**config.mk**
```make
export PLATFORM = sky130hd
export DESIGN_NAME = dmem_access
export DESIGN_NICKNAME = d
export VERILOG_FILES = /design/src/rtl/dmem_access.sv
export SDC_FILE = /design/constraint.sdc
export NUM_CORES = 1
export LEC_CHECK = 0
export ABC_AREA = 0
export BUFFER_PORTS_ARGS = -buffer_cell sky130_fd_sc_hd__buf_2
export CAP_MARGIN = 30
export CORE_ASPECT_RATIO = 0.6
export CORE_MARGIN = 2
export CORE_UTILIZATION = 45
export DETAILED_ROUTE_END_ITERATION = 6
export PLACE_DENSITY = 0.86
export SYNTH_ARGS = -nofsm -noshare
export SYNTH_HDL_FRONTEND = slang
export SYNTH_SLANG_ARGS = --single-unit
export TNS_END_PERCENT = 100
```
**constraint.sdc**
```tcl
create_clock -name clk -period 3.8 [get_ports clk]
set_input_delay 0.19 -clock clk [delete_from_list [all_inputs] [get_ports clk]]
set_output_delay 0.19 -clock clk [all_outputs]
set_load 0.005 [all_outputs]
```
**src/rtl/dmem_access.sv**
```systemverilog
// MEM-stage data-memory access unit: alignment check, store lane steering,
// and a single-outstanding req/addr_ok/data_ok bus master that stalls the
// pipeline until the access completes and then holds the raw read word.
module dmem_access #(
  parameter int ADDR_W = 32
) (
  input  logic              clk,
  input  logic              rst,
  input  logic              en_i,
  input  logic [2:0]        ls_type_i,
  input  logic [ADDR_W-1:0] addr_i,
  input  logic [31:0]       wdata_i,
  input  logic              flush_i,
  input  logic              adv_i,
  output logic              laddrerr_o,
  output logic              saddrerr_o,
  output logic              stall_o,
  output logic [31:0]       rdata_o,
  output logic              data_req,
  output logic              data_wr,
  output logic [1:0]        data_size,
  output logic [ADDR_W-1:0] data_addr,
  output logic [3:0]        data_wstrb,
  output logic [31:0]       data_wdata,
  input  logic              data_addr_ok,
  input  logic              data_data_ok,
  input  logic [31:0]       data_rdata
);

  typedef enum logic [2:0] {
    S_IDLE   = 3'd0,
    S_REQ    = 3'd1,
    S_WAIT   = 3'd2,
    S_DONE   = 3'd3,
    S_CANCEL = 3'd4
  } state_t;

  state_t            state_q, state_d;
  logic [31:0]       rdata_q, rdata_d;
  logic              data_req_q, data_req_d;
  logic              data_wr_q, data_wr_d;
  logic [1:0]        data_size_q, data_size_d;
  logic [ADDR_W-1:0] data_addr_q, data_addr_d;
  logic [3:0]        data_wstrb_q, data_wstrb_d;
  logic [31:0]       data_wdata_q, data_wdata_d;

  logic        is_load, is_half, is_word, misalign, start;
  logic [1:0]  size_w;
  logic [3:0]  wstrb_w;
  logic [31:0] wdata_w;

  // Decode access width, alignment and the store lane/replication pattern.
  always_comb begin
    is_load  = (ls_type_i <= 3'd4);
    is_half  = (ls_type_i == 3'd2) || (ls_type_i == 3'd3) || (ls_type_i == 3'd6);
    is_word  = (ls_type_i == 3'd4) || (ls_type_i == 3'd7);
    misalign = (is_half && addr_i[0]) || (is_word && (addr_i[1:0] != 2'b00));
    laddrerr_o = en_i && is_load && misalign;
    saddrerr_o = en_i && !is_load && misalign;
    start      = en_i && !flush_i && !laddrerr_o && !saddrerr_o;
    size_w   = is_word ? 2'd2 : (is_half ? 2'd1 : 2'd0);
    wstrb_w  = 4'b0000;
    wdata_w  = 32'h0;
    if (!is_load) begin
      case (size_w)
        2'd0: begin
          wstrb_w = 4'b0001 << addr_i[1:0];
          wdata_w = {4{wdata_i[7:0]}};
        end
        2'd1: begin
          wstrb_w = addr_i[1] ? 4'b1100 : 4'b0011;
          wdata_w = {2{wdata_i[15:0]}};
        end
        default: begin
          wstrb_w = 4'b1111;
          wdata_w = wdata_i;
        end
      endcase
    end
  end

  // Bus FSM next state, stall, and bus field latching on IDLE->REQ.
  always_comb begin
    state_d      = state_q;
    rdata_d      = rdata_q;
    data_req_d   = data_req_q;
    data_wr_d    = data_wr_q;
    data_size_d  = data_size_q;
    data_addr_d  = data_addr_q;
    data_wstrb_d = data_wstrb_q;
    data_wdata_d = data_wdata_q;
    stall_o      = 1'b0;
    case (state_q)
      S_IDLE: begin
        stall_o = start;
        if (start) begin
          state_d      = S_REQ;
          data_req_d   = 1'b1;
          data_wr_d    = !is_load;
          data_size_d  = size_w;
          data_addr_d  = addr_i;
          data_wstrb_d = wstrb_w;
          data_wdata_d = wdata_w;
        end
      end
      S_REQ: begin
        stall_o = 1'b1;
        // A same-cycle data_ok is illegal on this bus; only addr_ok counts here.
        if (data_addr_ok) begin
          data_req_d = 1'b0;
          state_d    = flush_i ? S_CANCEL : S_WAIT;
        end else if (flush_i) begin
          data_req_d = 1'b0;
          state_d    = S_IDLE;
        end
      end
      S_WAIT: begin
        stall_o = 1'b1;
        if (data_data_ok) begin
          if (flush_i) begin
            state_d = S_IDLE;
          end else begin
            state_d = S_DONE;
            if (!data_wr_q) rdata_d = data_rdata;
          end
        end else if (flush_i) begin
          state_d = S_CANCEL;
        end
      end
      S_DONE: begin
        if (adv_i || flush_i) state_d = S_IDLE;
      end
      S_CANCEL: begin
        // The killed access still owes a response; swallow it before reissuing.
        stall_o = en_i;
        if (data_data_ok) state_d = S_IDLE;
      end
      default: state_d = S_IDLE;
    endcase
  end

  // State and registered bus outputs; async reset drops any in-flight access.
  always_ff @(posedge clk or posedge rst) begin
    if (rst) begin
      state_q      <= S_IDLE;
      rdata_q      <= 32'h0;
      data_req_q   <= 1'b0;
      data_wr_q    <= 1'b0;
      data_size_q  <= 2'd0;
      data_addr_q  <= '0;
      data_wstrb_q <= 4'b0000;
      data_wdata_q <= 32'h0;
    end else begin
      state_q      <= state_d;
      rdata_q      <= rdata_d;
      data_req_q   <= data_req_d;
      data_wr_q    <= data_wr_d;
      data_size_q  <= data_size_d;
      data_addr_q  <= data_addr_d;
      data_wstrb_q <= data_wstrb_d;
      data_wdata_q <= data_wdata_d;
    end
  end

  assign rdata_o    = rdata_q;
  assign data_req   = data_req_q;
  assign data_wr    = data_wr_q;
  assign data_size  = data_size_q;
  assign data_addr  = data_addr_q;
  assign data_wstrb = data_wstrb_q;
  assign data_wdata = data_wdata_q;

endmodule

```
Yosys cells after proc, flatten, opt, wreduce, memory -nomap -nowiden
Index checks and enable logic that the tools add are counted.
W data, S select, Z words.
Word-level totals
  bits of input ports: 106
  logic and storage cells: 76
  flip-flop bits (word level): 107
  output and inout bits: 107
Operators by class
  magnitude comparators: 1
  mux-type cells: 22
  equal/unequal tests: 15
  bitwise logic cells: 2
  shift operators: 1
  reductions and logical operators: 27
Operator list (count)
  $pmux W32 S2: 1
  $mux W32: 1
  $mux W3: 8
  $pmux W3 S5: 1
  $eq A3 B2 Y1 const B: 4
  $eq A3 B3 Y1 const B: 4
  $logic_and A1 B1 Y1: 9
  $mux W4: 2
  $pmux W4 S2: 1
  $ne A2 B2 Y1 const B: 3
  $ne A3 B3 Y1 const B: 2
  $logic_or A1 B1 Y1: 5
  $reduce_and A5 Y1: 1
  $logic_not A1 Y1: 4
  $mux W1: 4
  $mux W2: 2
  $reduce_and A4 Y1: 1
  $reduce_bool A2 Y1: 2
  $shl A1 B2 Y4 const A: 1
  $eq A3 B1 Y1 const B: 1
  $le A3 B3 Y1 const B: 1
  $logic_not A3 Y1: 1
  $pmux W1 S3: 1
  $reduce_and A3 Y1: 1
  other kinds (6): 7

Logic depth before layout (Yosys ltp)
Gate-level depths: netlist of run 1.
  depth in word-level cells: 11
  gate-level depth with buffers: 7
  gate-level depth less buffers: 4

Worst setup path after synthesis of run 1
No wires, ideal clock.
  path kind: flip-flop to flip-flop
  from: register state_q[2]
  to: register data_addr_q[10] (netlist: data_addr[10])
  data arrival time: 1.657 ns
  data required time: 3.675 ns
  clock period less this slack: 1.782 ns
  path buffers: 2
  cell stages (with the launch flop): 7
  path slack: 2.018 ns
  setup time: 0.125 ns
  cell sequence: dfrtp_1 buf_6 nor4_4 nand2_1 nor2_2 buf_4 mux2_2
Between the ends
  word-level cells in the longest chain between the ends: 2
RTL lines
  start: declaration: RTL line 38  | state_t state_q, state_d;
  start signal: assignment: RTL line 154  | state_q <= state_d;
  $logic_not A3 Y1: RTL line 93  | case (state_q)
  $reduce_and A2 Y1 (no line)
  end signal: assignment: RTL line 159  | data_addr_q <= data_addr_d;
  end: declaration: RTL line 43  | logic [ADDR_W-1:0] data_addr_q, data_addr_d;
Every way passes these cells.
A chain may end at the register's enable or synchronous reset.

Final worst setup path of run 1
  from: register state_q[2]
  to: register data_addr_q[7] (netlist: data_addr[7])
The elaborated chain is that of the path after synthesis.

==> run metrics, run 1 <==
status completed; crit path max fanout 32; Num CTS Buffers 9; IO buf count 212; share of cells above drive strength 1 54.58%; Vias/cell 5.271; Detailed Route Iter0 Violations 175; Slew Viols, Final 0; I/O pin total 213; WP data arrival 2.72 ns; first-pass iteration count of the detailed router 4; worst reg2reg startpoint state_q[2]; fmax 400.1 MHz; synth-to-layout area growth 29.54%; Mapped Area 4743 um2; largest net degree at the start of global routing 73; CTS resizes 0; # DRC 0; Worst VDD drop 0.3489 mV; type of origin of the critical path flip-flop; critical path startpoint state_q[2]; capturing element type of the critical path flip-flop; register bit count reported by yosys 107; Global Route Usage Sum 21.94%; Clock Sinks 107; predominant post-synthesis flop cell dfrtp_1; Core Rows 28; post-synthesis sequential area ratio 56.45%; H-Tree Level Count 3; final hold viol count 0; Clock power frac 21.2%; Sequential Power Share 45.0%; Slew @ Worst Pin 0.8937 ns; GP Congestion 0.8129; antenna-violating nets left 0; initial core utilization 47.18%; Internal 0.002997 W; CP required 4.02 ns; core area 10,050 um2; global route overflow 0; post-synth cell types 41; nets@finish 659; Syn. warnings 0; number of global-route vias before repair 3,713; Setup Skew 0.01017 ns; die width 136.5 um; Sum Neg Setup Slack 0 ns; first-pass GRT wire length 19.41 mm; WS Path Type reg -> reg; Hold/Removal Path Class in -> async; sw power 0.001307 W; RSZ-0062 raised after global routing no; final worst-path cycle share 65.77%; Routed WL 12.38 mm; asr flop ratio synth 100.0%; setup bufs post-CTS 0; Die Y 83.53 um; routed len/inst 17.86 um; P_leak 3.262 nW; Slew headroom 40.28%; number of fill cells 797; Root Driver clkbuf_16; latest clock arrival within the worst-skew pair 0.34 ns; post-synthesis cell count 349; number of max-cap violations 0; Logic pwr share 33.8%; Switching Share 30.37%; Synth Net Count 455; hold buffers post-CTS 0; post-layout min period 2.499 ns; Post-synth EDFFs 0; CTS tree done; total die area 11,400 um2; final worst hold slack 0.03447 ns; final setup vio count 0; PwrDens 700.5 nW/um2; syn_area_per_cell 13.59 um2; Worst-path clk slew 0.07 ns; DR vias 3,653; R2R depth 4; DP Wirelength 9.089 mm; CTS Buffer Depth 2; initial antenna violation count 1
registers in the layout, summed over array words and instances (netlist names):
signal	flops
data_addr	32
data_req	1
rdata_o	32
data_wstrb	4
data_wr	1
state_q	3
data_wdata	32
data_size	2
cells by family after synthesis:
logic type             synth area share (%)
flip-flops                            56.45
multiplexers                          21.39
AO/OA/AOI/OAI                         11.58
AND/OR/NAND/NOR                       6.357
buffers and inverters                 4.036
XOR/XNOR                             0.1847
per-layer routing:
layer	up-vias	global-route usage [%]	wire, um
li1	1672	-	-
met1	1807	28.55	5341
met2	160	34.95	5794
met3	14	7.893	1128
met4	0	5.398	115
met5	-	0	0
cell usage after synthesis (6+ instances only):
| master | number | area, um2 |
|---|---|---|
| mux2_4 | 30 | 450.4 |
| o21ai_0 | 27 | 135.1 |
| mux2_2 | 35 | 394.1 |
| a22o_1 | 10 | 87.58 |
| mux2i_1 | 17 | 170.2 |
| nand2_1 | 22 | 82.58 |
| o2bb2ai_1 | 18 | 157.7 |
| o211ai_1 | 9 | 67.56 |
| nor2_1 | 6 | 22.52 |
| clkbuf_1 | 7 | 26.28 |
| dfrtp_1 | 107 | 2678 |
| buf_2 | 6 | 30.03 |
critical path, stage by stage (launching register included):
cell and delay, ns:
dfrtp_1 0.50, nor4_4 0.40, nand2_1 0.28, nor2_4 0.75, mux2_2 0.42
path summary, 6_finish.rpt:
check	to	slack [ns]
worst max-delay path	data_addr[7]	1.30
worst min-delay path	data_addr[23]	0.03
worst max register to register	data_addr[7]	1.30
worst min register to register	data_wdata[12]	0.49
min in group clk	rdata_o[29]	0.08
max in group asynchronous	rdata_o[29]	2.78
cell type report:
cell class	count	area [um2]	share of cell area, %
clock buffer	11	232.7	3.787
inverter	3	13.76	0.2240
antenna	1	2.502	0.04072
clock inverter	4	52.55	0.8552
multi-input combinational	216	1886	30.69
tap	135	168.9	2.749
sequential	107	2678	43.58
timing repair buffer	216	1111	18.08
through the flow:
| step | area, um2 | cells | total power, W | setup slack [ns] | utilization, % |
|---|---|---|---|---|---|
| finish | 6145 | 693 | 0.004305 | 1.301 | 61.11 |
| global placement | 5822 | 675 | 0.003310 | 1.469 | 57.90 |
| detailed placement | 5837 | 676 | 0.003394 | 1.309 | 58.05 |
| CTS | 6122 | 691 | 0.004323 | 1.308 | 60.89 |
| global route | 6145 | 693 | 0.004590 | 1.142 | 61.11 |
| floorplan | 4743 | 349 | 0.002674 | 0.7928 | - |
layout by cell type, fill, tap and decap left out, types with 2 or more instances in the layout:
| cell | count |
|---|---|
| a21oi_1 | 3 |
| a22o_1 | 10 |
| and2_1 | 3 |
| buf_2 | 212 |
| buf_4 | 2 |
| clkbuf_1 | 2 |
| clkbuf_16 | 9 |
| clkinvlp_4 | 3 |
| dfrtp_1 | 107 |
| inv_1 | 2 |
| mux2_2 | 35 |
| mux2_4 | 30 |
| mux2i_1 | 17 |
| nand2_1 | 22 |
| nand3_1 | 5 |
| nand3b_1 | 2 |
| nor2_1 | 6 |
| nor2b_1 | 4 |
| nor3_1 | 2 |
| o211ai_1 | 9 |
| o21a_1 | 2 |
| o21ai_0 | 27 |
| o2bb2ai_1 | 18 |
| o31ai_1 | 2 |
power by group through the flow:
stage / Sequential, W / Clock, W / Combinational (W)
3_5_place_dp: 0.00194 / 0 / 0.00146
2_1_floorplan: 0.00194 / 0 / 0.000730
3_3_place_gp: 0.00191 / 0 / 0.00140
6_report: 0.00194 / 0.000914 / 0.00146
4_1_cts: 0.00193 / 0.000933 / 0.00146
5_1_grt: 0.00201 / 0.000989 / 0.00159
(Power assumes the default switching activity.)
==> run 2: changes to the inputs <==
Clock period 3.8 ns to 2.4 ns, I/O delays scaled along.
==> run 2 against run 1 <==
Worst hold slack lost 0.022 ns. Fmax grew 25%. Non-clock buffer count grew 15. Flip-flop and latch count is the same. Sequential share of layout area shrank 0.87 points. Final cell count grew 2.2%. Wire length grew 2.7%. Worst setup slack lost 0.90 ns. Sequential power grew 59%. Clock power grew 47%.
==> run metrics, run 2 (synthesized netlist as in run 1, its figures left out) <==
Logic pwr share 34.3% (was 33.8%); commonest non-fill, non-tap cell in the layout buf_2 (unchanged); worst reg2reg startpoint state_q[1] (was state_q[2]); Sum Neg Setup Slack 0 ns (unchanged); Die Y 83.53 um (unchanged); Hold/Removal Path Class in -> reg (was in -> async); Hold Path Sink rdata_o[15]; Vias/cell 5.290 (was 5.271); Detailed Route Iter0 Violations 236 (was 175); H-Tree Level Count 3 (unchanged); r2r endpoint rdata_o[30] (was data_addr[7]); Final WS setup 0.3968 ns (was 1.301 ns); sw power 0.002051 W (was 0.001307 W); Switching Share 30.49% (was 30.37%); nets@finish 674 (was 659); WP data arrival 2.22 ns (was 2.72 ns); Routed WL 12.72 mm (was 12.38 mm); DR vias 3,745 (was 3,653); antenna-violating nets left 0 (unchanged); Clock power frac 19.9% (was 21.2%); # DRC 0 (unchanged); R2R depth 5 (was 4); Post-Layout Cell Count 708 (was 693); total die area 11,400 um2 (unchanged); Clock Sinks 107 (unchanged); most frequent cells in the layout buf_2 (212), dfrtp_1 (107), mux2_2 (35) (unchanged); first-pass iteration count of the detailed router 5 (was 4); core area 10,050 um2 (unchanged); post-layout min period 2.003 ns (was 2.499 ns); P_leak 3.311 nW (was 3.262 nW); routed len/inst 17.96 um (was 17.86 um); latest clock arrival within the worst-skew pair 0.34 ns (about the same); Sequential Power Share 45.8% (was 45.0%); Internal 0.004674 W (was 0.002997 W); DP Wirelength 8.971 mm (was 9.089 mm); status completed (unchanged); GP Congestion 0.8554 (was 0.8129); fmax 499.2 MHz (was 400.1 MHz); Root Driver clkbuf_16 (unchanged); Slew headroom 52.87% (was 40.28%); Worst-path clk slew 0.07 ns (about the same); largest net degree at the start of global routing 108 (was 73); IO buf count 212 (unchanged); Placement Setup Slack 0.4127 ns (was 1.309 ns); CTS tree done (unchanged); final hold viol count 0 (unchanged); CP required 2.61 ns (was 4.02 ns); Setup Skew 0.01183 ns (was 0.01017 ns); hold path cells 2; initial antenna violation count 0 (was 1); Worst VDD drop 0.4780 mV (was 0.3489 mV); Core Rows 28 (unchanged); Design Power 0.006725 W (was 0.004305 W); dpl cells 680 (was 676); global route overflow 0 (unchanged); synth-to-layout area growth 32.18% (was 29.54%); CTS resizes 0 (unchanged); RSZ-0062 raised after global routing no (unchanged); Num CTS Buffers 9 (unchanged); Global Route Usage Sum 22.57% (was 21.94%); die width 136.5 um (unchanged); final worst-path cycle share 83.47% (was 65.77%); crit path max fanout 32 (unchanged); number of max-cap violations 0 (unchanged); number of global-route vias before repair 3,901 (was 3,713); type of origin of the critical path flip-flop (unchanged); Hold Crit Start data_rdata[15]; WS Path Type reg -> reg (unchanged); capturing element type of the critical path flip-flop (unchanged); setup slack, reg-to-reg 0.40 ns (was 1.30 ns); I/O pin total 213 (unchanged); first-pass GRT wire length 20.09 mm (was 19.41 mm); Slew @ Worst Pin 0.7052 ns (was 0.8937 ns); Slew Viols, Final 0 (unchanged); PwrDens 1073 nW/um2 (was 700.5 nW/um2); Diodes inserted 0 (was 1); final setup vio count 0 (unchanged); initial core utilization 47.18% (unchanged); share of cells above drive strength 1 53.58% (was 54.58%); CTS Buffer Depth 2 (unchanged)
-- run 2: worst max-delay path by stage --
stage | start | to | slack (ns) | cells after the start
global route | state_q[2] | data_wdata[9] | 0.24 | 4
global placement | state_q[1] | rdata_o[29] | 0.50 | 5
finish | state_q[1] | rdata_o[30] | 0.40 | 5
CTS | state_q[2] | data_wdata[18] | 0.40 | 4
floorplan | state_q[2] | data_addr[10] | 0.62 | 6
detailed placement | state_q[1] | rdata_o[10] | 0.41 | 5
-- run 2: cell type report --
cell class	instances	area [um2]
clock buffers	12	236.5
multi-input cells	216	1886
clock inverters	4	27.53
inverters	3	15.01
repair buffers	231	1259
flip-flops and latches	107	2678
fillers	775	3785
well taps	135	168.9
-- run 2: power groups by stage --
stage / clock (W) / combinational [W] / sequential (W)
2_1_floorplan: 0 / 0.00116 / 0.00308
3_3_place_gp: 0 / 0.00223 / 0.00304
3_5_place_dp: 0 / 0.00232 / 0.00308
4_1_cts: 0.00138 / 0.00234 / 0.00307
5_1_grt: 0.00147 / 0.00254 / 0.00318
6_report: 0.00134 / 0.00231 / 0.00308
-- run 2: timing repair --
action	in CTS	in global routing
endpoints found under the hold margin	115	3
setup endpoints to repair	0	0
buffers inserted	0	0
hold buffers	9	3
-- run 2: per-stage QoR --
step                instance area (um2)  hold WS, ns  util, %
finish                             6270      0.01217    62.36
global route                       6270    0.0003736    62.36
CTS                                6240    0.0003028    62.06
detailed placement                 5886       0.3314    58.54
global placement                   5886       0.3156    58.54
floorplan                          4747       0.1908        -
-- run 2: worst max-delay path, cell delays in order (launching register included) --
cell,delay [ns]
dfrtp_1,0.55
or3b_4,0.46
nor2b_4,0.13
nand2b_2,0.06
buf_4,0.30
mux2_4,0.37
-- run 2: metal layers --
layer / share of wire [%] / track usage (%) / vias to the layer above
met5: 0 / 0 / -
met4: 0.75 / 5.492 / 0
met3: 8.9 / 7.165 / 14
met2: 47 / 36.59 / 177
met1: 43 / 29.44 / 1851
li1: - / - / 1703
